$ cat config.mk
export PLATFORM = sky130hd
export DESIGN_NAME = fft_peak_tracker
export DESIGN_NICKNAME = d
export VERILOG_FILES = /design/src/rtl/fft_peak_tracker.sv
export SDC_FILE = /design/constraint.sdc
export NUM_CORES = 2
export LEC_CHECK = 0
export CAP_MARGIN = 10
export CORE_AREA = 2 2 483 485
export CTS_CLUSTER_DIAMETER = 40
export DETAILED_ROUTE_END_ITERATION = 6
export DIE_AREA = 0 0 485 487
export HOLD_SLACK_MARGIN = 0.06
export RECOVER_POWER = 100
export SLEW_MARGIN = 20
export SYNTH_ARGS = -nofsm -noshare
export SYNTH_HDL_FRONTEND = slang
export SYNTH_SLANG_ARGS = --single-unit
$ cat constraint.sdc
create_clock -name clk -period 28.7 [get_ports clk]
set_input_delay 5.74 -clock clk [delete_from_list [all_inputs] [get_ports clk]]
set_output_delay 5.74 -clock clk [all_outputs]
set_load 0.005 [all_outputs]
$ cat src/rtl/fft_peak_tracker.sv
// fft_peak_tracker: per-frame peak bin, peak |X|^2 and half-spectrum energy
// for a bin-ordered FFT stream, published once per frame after a short flush.
module fft_peak_tracker #(
  parameter  int DATA_WIDTH = 24,
  parameter  int FFT_SIZE   = 256,
  parameter  int BIN_W      = 8,
  parameter  int SKIP_DC    = 1,
  localparam int MAG_W      = 2*DATA_WIDTH+1,
  localparam int EN_W       = MAG_W+BIN_W-1
)(
  input  logic                         clk,
  input  logic                         resetb,
  input  logic signed [DATA_WIDTH-1:0] data_real_i,
  input  logic signed [DATA_WIDTH-1:0] data_imag_i,
  input  logic                         valid_i,
  output logic                         ready_o,
  input  logic                         clear_i,
  input  logic [MAG_W-1:0]             threshold_i,
  output logic [BIN_W-1:0]             peak_bin_o,
  output logic [MAG_W-1:0]             peak_mag_o,
  output logic [EN_W-1:0]              energy_o,
  output logic                         detected_o,
  output logic [5:0]                   led_o,
  output logic                         result_valid_o,
  output logic [15:0]                  frame_count_o
);

  typedef enum logic {ACCUM, FLUSH} state_t;

  state_t                         state, state_nx;
  logic                           flush_cnt;
  logic                           publish;
  logic                           xfer;
  logic [BIN_W-1:0]               bin_cnt;

  logic                           s1_vld;
  logic signed [DATA_WIDTH-1:0]   s1_re, s1_im;
  logic [BIN_W-1:0]               s1_bin;
  logic                           s1_last;

  logic signed [2*DATA_WIDTH-1:0] sq_re, sq_im;
  logic [MAG_W-1:0]               mag;
  logic                           eval_bin;

  logic [MAG_W-1:0]               cand_mag;
  logic [BIN_W-1:0]               cand_bin;
  logic [EN_W-1:0]                energy_acc;
  logic                           frame_done;
  logic                           det_now;

  assign xfer = valid_i && ready_o && !clear_i;

  // Squares are non-negative, so the signed products zero-extend into MAG_W.
  assign sq_re    = s1_re * s1_re;
  assign sq_im    = s1_im * s1_im;
  assign mag      = {1'b0, sq_re} + {1'b0, sq_im};
  assign eval_bin = (s1_bin < BIN_W'(FFT_SIZE/2)) && !((SKIP_DC != 0) && (s1_bin == '0));
  assign det_now  = cand_mag >= threshold_i;

  // State register; flush_cnt counts the two FLUSH cycles.
  always_ff @(posedge clk or negedge resetb) begin
    if (!resetb) begin
      state     <= ACCUM;
      flush_cnt <= 1'b0;
    end else begin
      state     <= state_nx;
      flush_cnt <= (state == FLUSH && !clear_i) ? ~flush_cnt : 1'b0;
    end
  end

  // Next state, ready and the publish strobe; clear always wins.
  always_comb begin
    state_nx = state;
    publish  = 1'b0;
    ready_o  = 1'b0;
    case (state)
      ACCUM: begin
        ready_o = 1'b1;
        if (valid_i && !clear_i && bin_cnt == BIN_W'(FFT_SIZE-1)) state_nx = FLUSH;
      end
      FLUSH: begin
        if (flush_cnt) begin
          state_nx = ACCUM;
          publish  = frame_done;
        end
      end
      default: state_nx = ACCUM;
    endcase
    if (clear_i) begin
      state_nx = ACCUM;
      publish  = 1'b0;
    end
  end

  // Stage 1: capture the accepted bin with its index and last-bin flag.
  always_ff @(posedge clk or negedge resetb) begin
    if (!resetb) begin
      bin_cnt <= '0;
      s1_vld  <= 1'b0;
      s1_re   <= '0;
      s1_im   <= '0;
      s1_bin  <= '0;
      s1_last <= 1'b0;
    end else if (clear_i) begin
      bin_cnt <= '0;
      s1_vld  <= 1'b0;
      s1_last <= 1'b0;
    end else begin
      s1_vld <= xfer;
      if (xfer) begin
        bin_cnt <= bin_cnt + 1'b1;
        s1_re   <= data_real_i;
        s1_im   <= data_imag_i;
        s1_bin  <= bin_cnt;
        s1_last <= (bin_cnt == BIN_W'(FFT_SIZE-1));
      end
    end
  end

  // Stage 2: magnitude into peak candidate and energy; reset on publish/clear.
  always_ff @(posedge clk or negedge resetb) begin
    if (!resetb) begin
      cand_mag   <= '0;
      cand_bin   <= '0;
      energy_acc <= '0;
      frame_done <= 1'b0;
    end else if (clear_i || publish) begin
      cand_mag   <= '0;
      cand_bin   <= '0;
      energy_acc <= '0;
      frame_done <= 1'b0;
    end else if (s1_vld) begin
      if (eval_bin) begin
        energy_acc <= energy_acc + EN_W'(mag);
        if (mag > cand_mag) begin
          cand_mag <= mag;
          cand_bin <= s1_bin;
        end
      end
      if (s1_last) frame_done <= 1'b1;
    end
  end

  // Result registers: updated only on the publish edge, held otherwise.
  always_ff @(posedge clk or negedge resetb) begin
    if (!resetb) begin
      peak_bin_o     <= '0;
      peak_mag_o     <= '0;
      energy_o       <= '0;
      detected_o     <= 1'b0;
      led_o          <= '0;
      result_valid_o <= 1'b0;
      frame_count_o  <= '0;
    end else begin
      result_valid_o <= publish;
      if (publish) begin
        peak_bin_o    <= cand_bin;
        peak_mag_o    <= cand_mag;
        energy_o      <= energy_acc;
        detected_o    <= det_now;
        led_o         <= det_now ? cand_bin[BIN_W-2 -: 6] : 6'd0;
        frame_count_o <= frame_count_o + 16'd1;
      end
    end
  end

endmodule

After elaboration in Yosys (flattened, before gate mapping)
Index checks and enable logic that the tools add are counted.

storage, ports and cells
  bits in registers = 319
  input bits = 101

operators by class
  $add $sub $neg = 4
  multipliers = 2
  order comparisons = 3
  eq/ne operators = 1
  multiplexer cells = 29
  bitwise operators = 3
  reductions and logical operators = 19

operator list
  cell                                                number
  2-to-1 mux 49 bit                                   4
  2-to-1 mux 56 bit                                   3
  multiplier 24 x 24 -> 48 bit                        2
  adder 56 x 49 -> 56 bit                             1
  adder 48 x 48 -> 49 bit                             1
  greater-or-equal comparator 49 bit                  1
  greater-than comparator 49 bit                      1
  2-to-1 mux 8 bit                                    6
  adder 16 x 1 -> 16 bit (second input constant)      1
  2-to-1 mux 1 bit                                    14
  nonzero test 2 bit                                  5
  adder 8 x 1 -> 8 bit (second input constant)        1
  equality test 8 bit (second input constant)         1
  logical NOT 8 bit                                   1
  less-than comparator 8 bit (second input constant)  1
  logical AND 1 bit                                   6
  2-to-1 mux 6 bit                                    1
  AND reduction 2 bit                                 3
  NOT 1 bit                                           3
  AND reduction 3 bit                                 1
  logical NOT 1 bit                                   2
  case mux 1 bit (2 select lines)                     1
  logical OR 1 bit                                    1

Longest topological paths before layout
  depth in word-level cells = 7
  mapped depth = 51

Worst setup path before layout
Ideal clock, no wire load.

  path kind = reg-to-reg
  from = reg s1_im[2]
  to = reg energy_acc[48]
  arrival = 10.776 ns
  slack = 17.797 ns
  stages on the path, launching flop included = 47
  period minus slack after synthesis = 10.903 ns
  cells stage by stage = dfrtp_1 clkbuf_1 clkbuf_1 nand2_1 fa_1 fa_1 inv_1 fa_1 inv_1 fa_1 inv_1 fa_1 fa_1 inv_1 fa_1 inv_1 ha_1 a21o_1 (+11 left out) a21o_1 a2111oi_4 nor3_1 o31ai_2 nand2_1 a31oi_1 xnor2_1 ha_1 a21o_1 a21o_1 a21o_1 a21o_1 a221o_1 nor3_1 a21oi_1 and3_1 mux2i_1 a311o_1

between the ends
  longest elaborated chain between the ends = 6

ends and longest elaborated chain
  element                       line  source
  start: declaration            37    logic signed [DATA_WIDTH-1:0] s1_re, s1_im;
  start signal: assignment      113   s1_im <= data_imag_i;
  multiplier 24 x 24 -> 48 bit  55    assign sq_im = s1_im * s1_im;
  adder 48 x 48 -> 49 bit       56    assign mag = {1'b0, sq_re} + {1'b0, sq_im};
  adder 56 x 49 -> 56 bit       134   energy_acc <= energy_acc + EN_W'(mag);
  2-to-1 mux 56 bit             133   if (eval_bin) begin
  2-to-1 mux 56 bit             132   end else if (s1_vld) begin
  2-to-1 mux 56 bit             127   end else if (clear_i || publish) begin
  end signal: assignment        134
  end: declaration              47    logic [EN_W-1:0] energy_acc;

Every way passes these cells. The select of a mux whose other input is x is not followed.
A chain may end at the register's enable or synchronous reset.

Worst setup path in the final report
  from = reg s1_im[8]
  to = reg cand_mag[36]

between the ends
  longest elaborated chain between the ends = 6

ends and longest elaborated chain
  element                                                                                 line  source
  multiplier 24 x 24 -> 48 bit *                                                          55
  adder 48 x 48 -> 49 bit *                                                               56
  parallel branches: the longest is 4 deep, another holds greater-than comparator 49 bit  --
  end signal: assignment                                                                  136   cand_mag <= mag;
  end: declaration                                                                        45    logic [MAG_W-1:0] cand_mag;

Mark *: on every way between the ends. The select of a mux whose other input is x is not followed.

==> flow_metrics.env <==
export IMPL_grt_pass1_wl_um=268000
export IMPL_hold_start="frame_count_o[15]"
export IMPL_rrSetupSlack_ns=11.61
export IMPL_core_area_sq_um=231000
export IMPL_routed_wl_um=169000
export IMPL_fin_ws_ns=11.61
export IMPL_final_hold_violation_count=0
export IMPL_yosys_warnings=0
export IMPL_drive_above_1_share=0.0367
export IMPL_min_period_ns=17.09
export IMPL_maxSlewViolCount=827
export IMPL_async_flop_share=1.00
export IMPL_start_util=0.248
export IMPL_clk_pin_slew_ns=0.06
export IMPL_syn_area_sq_um=57400
export IMPL_skew_ns=0.0491
export IMPL_drv_cap=14
export IMPL_worst_r2r_cell_count=45
export IMPL_syn_inst=6227
export IMPL_synth_fp_nets=7929
export IMPL_die_area_sq_um=236000
export IMPL_cts_tree="built"
export IMPL_synth_edf_count=0
export IMPL_nets=8086
export IMPL_post_cts_buffers=0
export IMPL_vias=42600
export IMPL_drt_initial_drc_count=2515
export IMPL_yosysUniqueCellTypes=86
export IMPL_area_growth_pct=13.8
export IMPL_r2r_end="cand_mag[36]"
export IMPL_io_buffers=238
export IMPL_crit_slowest_cell="clkbuf_1"
export IMPL_endpoint_kind="flop"
export IMPL_overflow=0
export IMPL_viasPerCell=4.49
export IMPL_dp_hpwl_um=141000
export IMPL_finalSetupViolations=0
export IMPL_clock_fmax_ghz=0.0585
export IMPL_grt_max_degree=102
export IMPL_max_slew_worst_pin_slew_ns=5.72
export IMPL_grt_pass1_vias=46100
export IMPL_drt_pass1_iterations=6
export IMPL_synth_seq_area_share=0.139
export IMPL_tns_ns=0
export IMPL_cts_max_level=2
export IMPL_cp_max_fo=69
export IMPL_pre_cts_slack_ns=14.40
export IMPL_violations="capacitance limit, slew limit"
export IMPL_cts_hold_buf=0
export IMPL_worstSkewPairLatency_ns=0.69
export IMPL_gp_congestion=0.909
export IMPL_crit_type="reg -> reg"
export IMPL_ys_ff_latch=319
export IMPL_ant_nets=0
export IMPL_root_buffer="clkbuf_16"
export IMPL_cts_resized=0
export IMPL_r2r_start="s1_im[8]"
export IMPL_cts_sinks=319
export IMPL_whs_path_depth=1
export IMPL_rows=177
export IMPL_post_route_period_util=0.595
export IMPL_io_pins=239
export IMPL_antenna_found_initial=31
export IMPL_crit_top_cell="fa_1"
export IMPL_ys_flop_type="dfrtp_1"
export IMPL_slew_headroom=-2.82
export IMPL_hp_class="reg -> reg"
export IMPL_start_kind="flop"
export IMPL_arrival_ns=17.61
export IMPL_drc=0
export IMPL_holdPathEnd="frame_count_o[15]"
export IMPL_wl_per_cell_um=17.9
export IMPL_cts_buffer_depth=3
export IMPL_slowest_delay_ns=2.35
export IMPL_track_usage=0.145
export IMPL_cts_buffers=61
export IMPL_cp_required_ns=29.22
export IMPL_rsz0062_at_grt="false"
export IMPL_status="finished with violations"
export IMPL_die_h_um=487
export IMPL_syn_avg_cell_area_sq_um=9.22
export IMPL_die_x_um=485
## worst max-delay path: cells and delay by family, from the launching register on
family                   cells  cell delay (ns)
adder cells (fa/ha/maj)     10             4.56
AO/OA/AOI/OAI               12             3.59
buffers and inverters        6             2.96
AND/OR/NAND/NOR             15             3.96
flip-flops                   1             1.10
XOR/XNOR                     2             0.77
## metal layers
layer  vias to the layer above  global-route usage  share of wire
li1                      19400                   -              -
met1                     21800               0.191           0.43
met2                      1036               0.245           0.49
met3                       228              0.0256          0.057
met4                        20              0.0335          0.023
met5                         -                   0        0.00062
## Yosys cell counts (all sizes together), types with 5 or more instances
cell	instances	area (sq um)
a31o	7	61.3
or2	15	93.8
nand3	52	260
o21a	32	240
nor3	35	175
o21ai	187	943
mux2	38	428
clkbuf	178	669
nor2	240	901
dfrtp	319	7980
a211oi	29	218
xnor2	157	1380
ha	488	6110
o21bai	18	135
o22ai	5	31.3
nor2b	56	350
o2bb2ai	5	43.8
a41o	5	50.1
fa	1113	22300
a211o	8	70.1
and3	30	188
a22o	9	78.8
o31ai	16	130
o211ai	9	67.6
a31oi	32	200
a2111oi	7	86.3
inv	1461	5480
nor4	12	81.3
a21o	105	788
and2	220	1380
a21oi	254	1270
and4	10	90.1
o31a	5	43.8
mux2i	11	110
nand2b	30	188
or3	7	43.8
nand4	52	325
xor2	70	613
buf	17	73.8
nand2	813	3050
a21boi	5	37.5
## layout by cell type, fill, tap and decap left out, types with 10 or more instances in the layout
| cell | netlist | routed |
|---|---|---|
| o21a_1 | 32 | 32 |
| nor3_1 | 35 | 35 |
| fa_1 | 1113 | 1113 |
| ha_1 | 488 | 488 |
| nand2b_1 | 30 | 30 |
| buf_4 | 0 | 40 |
| clkbuf_16 | 0 | 62 |
| clkinv_4 | 0 | 10 |
| o31ai_1 | 14 | 15 |
| or2_2 | 14 | 13 |
| xnor2_1 | 157 | 157 |
| nand3_1 | 52 | 52 |
| a211oi_1 | 29 | 29 |
| o21ai_0 | 172 | 178 |
| nor2_1 | 240 | 239 |
| nand2_1 | 813 | 813 |
| mux2i_1 | 11 | 11 |
| a31oi_1 | 32 | 31 |
| o21bai_1 | 18 | 18 |
| inv_1 | 1461 | 1461 |
| nand4_1 | 52 | 52 |
| and3_1 | 30 | 30 |
| dfrtp_1 | 319 | 310 |
| a21oi_1 | 253 | 253 |
| clkdlybuf4s50_1 | 0 | 97 |
| nor2b_1 | 56 | 56 |
| dlygate4sd3_1 | 0 | 140 |
| xor2_1 | 70 | 70 |
| clkbuf_1 | 177 | 14 |
| mux2_2 | 38 | 38 |
| and4_1 | 9 | 10 |
| a21o_1 | 105 | 105 |
| inv_6 | 0 | 15 |
| and2_1 | 220 | 215 |
| nor4_1 | 11 | 11 |
## cells by family after synthesis
kind of cell / synth area share
adders and majority gates: 0.495
and+or+nand+nor: 0.127
buffers and inverters: 0.109
muxes: 0.00937
DFF: 0.139
xor gates and xnor gates: 0.0346
AOI/OAI and AO/OA: 0.0868
## area by class of cell
class	count	area [sq um]
multi-input cells	4251	43200
well taps	3043	3810
clock buffers	67	1600
repair buffers	289	2720
flip-flops and latches	319	7990
inverters	1462	5490
fillers	24300	166000
diodes	7	17.5
clock inverters	46	537
## worst max path at each step
| stage | from | cells past startpoint | slack [ns] | to |
|---|---|---|---|---|
| final | s1_im[8] | 45 | 11.61 | cand_mag[36] |
| after global routing | s1_im[8] | 42 | 10.69 | cand_mag[29] |
| after CTS | s1_im[9] | 44 | 14.30 | cand_mag[29] |
| after detailed placement | s1_im[9] | 45 | 14.40 | cand_mag[36] |
| after global placement | s1_im[9] | 45 | 14.69 | cand_mag[30] |
| after floorplan | s1_im[2] | 46 | 17.80 | energy_acc[48] |
## metrics by stage
step / instances / area, sq um / util / hold WS, ns
floorplan: 6227 / 57400 / - / 0.430
global placement: 9364 / 63300 / 0.273 / 0.462
detailed placement: 9364 / 63300 / 0.273 / 0.466
CTS: 9477 / 65400 / 0.283 / 0.479
global route: 9481 / 65300 / 0.282 / 0.486
finish: 9484 / 65300 / 0.282 / 0.470
## flip-flops by register name, indices dropped and copies added, names as in the netlist
register        cells
energy_acc         56
energy_o           56
cand_mag           49
peak_mag_o         49
s1_im              24
s1_re              24
frame_count_o      16
bin_cnt             8
cand_bin            8
peak_bin_o          8
s1_bin              8
led_o               6
detected_o          1
flush_cnt           1
frame_done          1
result_valid_o      1
s1_last             1
s1_vld              1
state               1
Power is left out: the tool's default activity adds up to more than one toggle a clock period on the data nets, which glitch-free logic cannot reach.
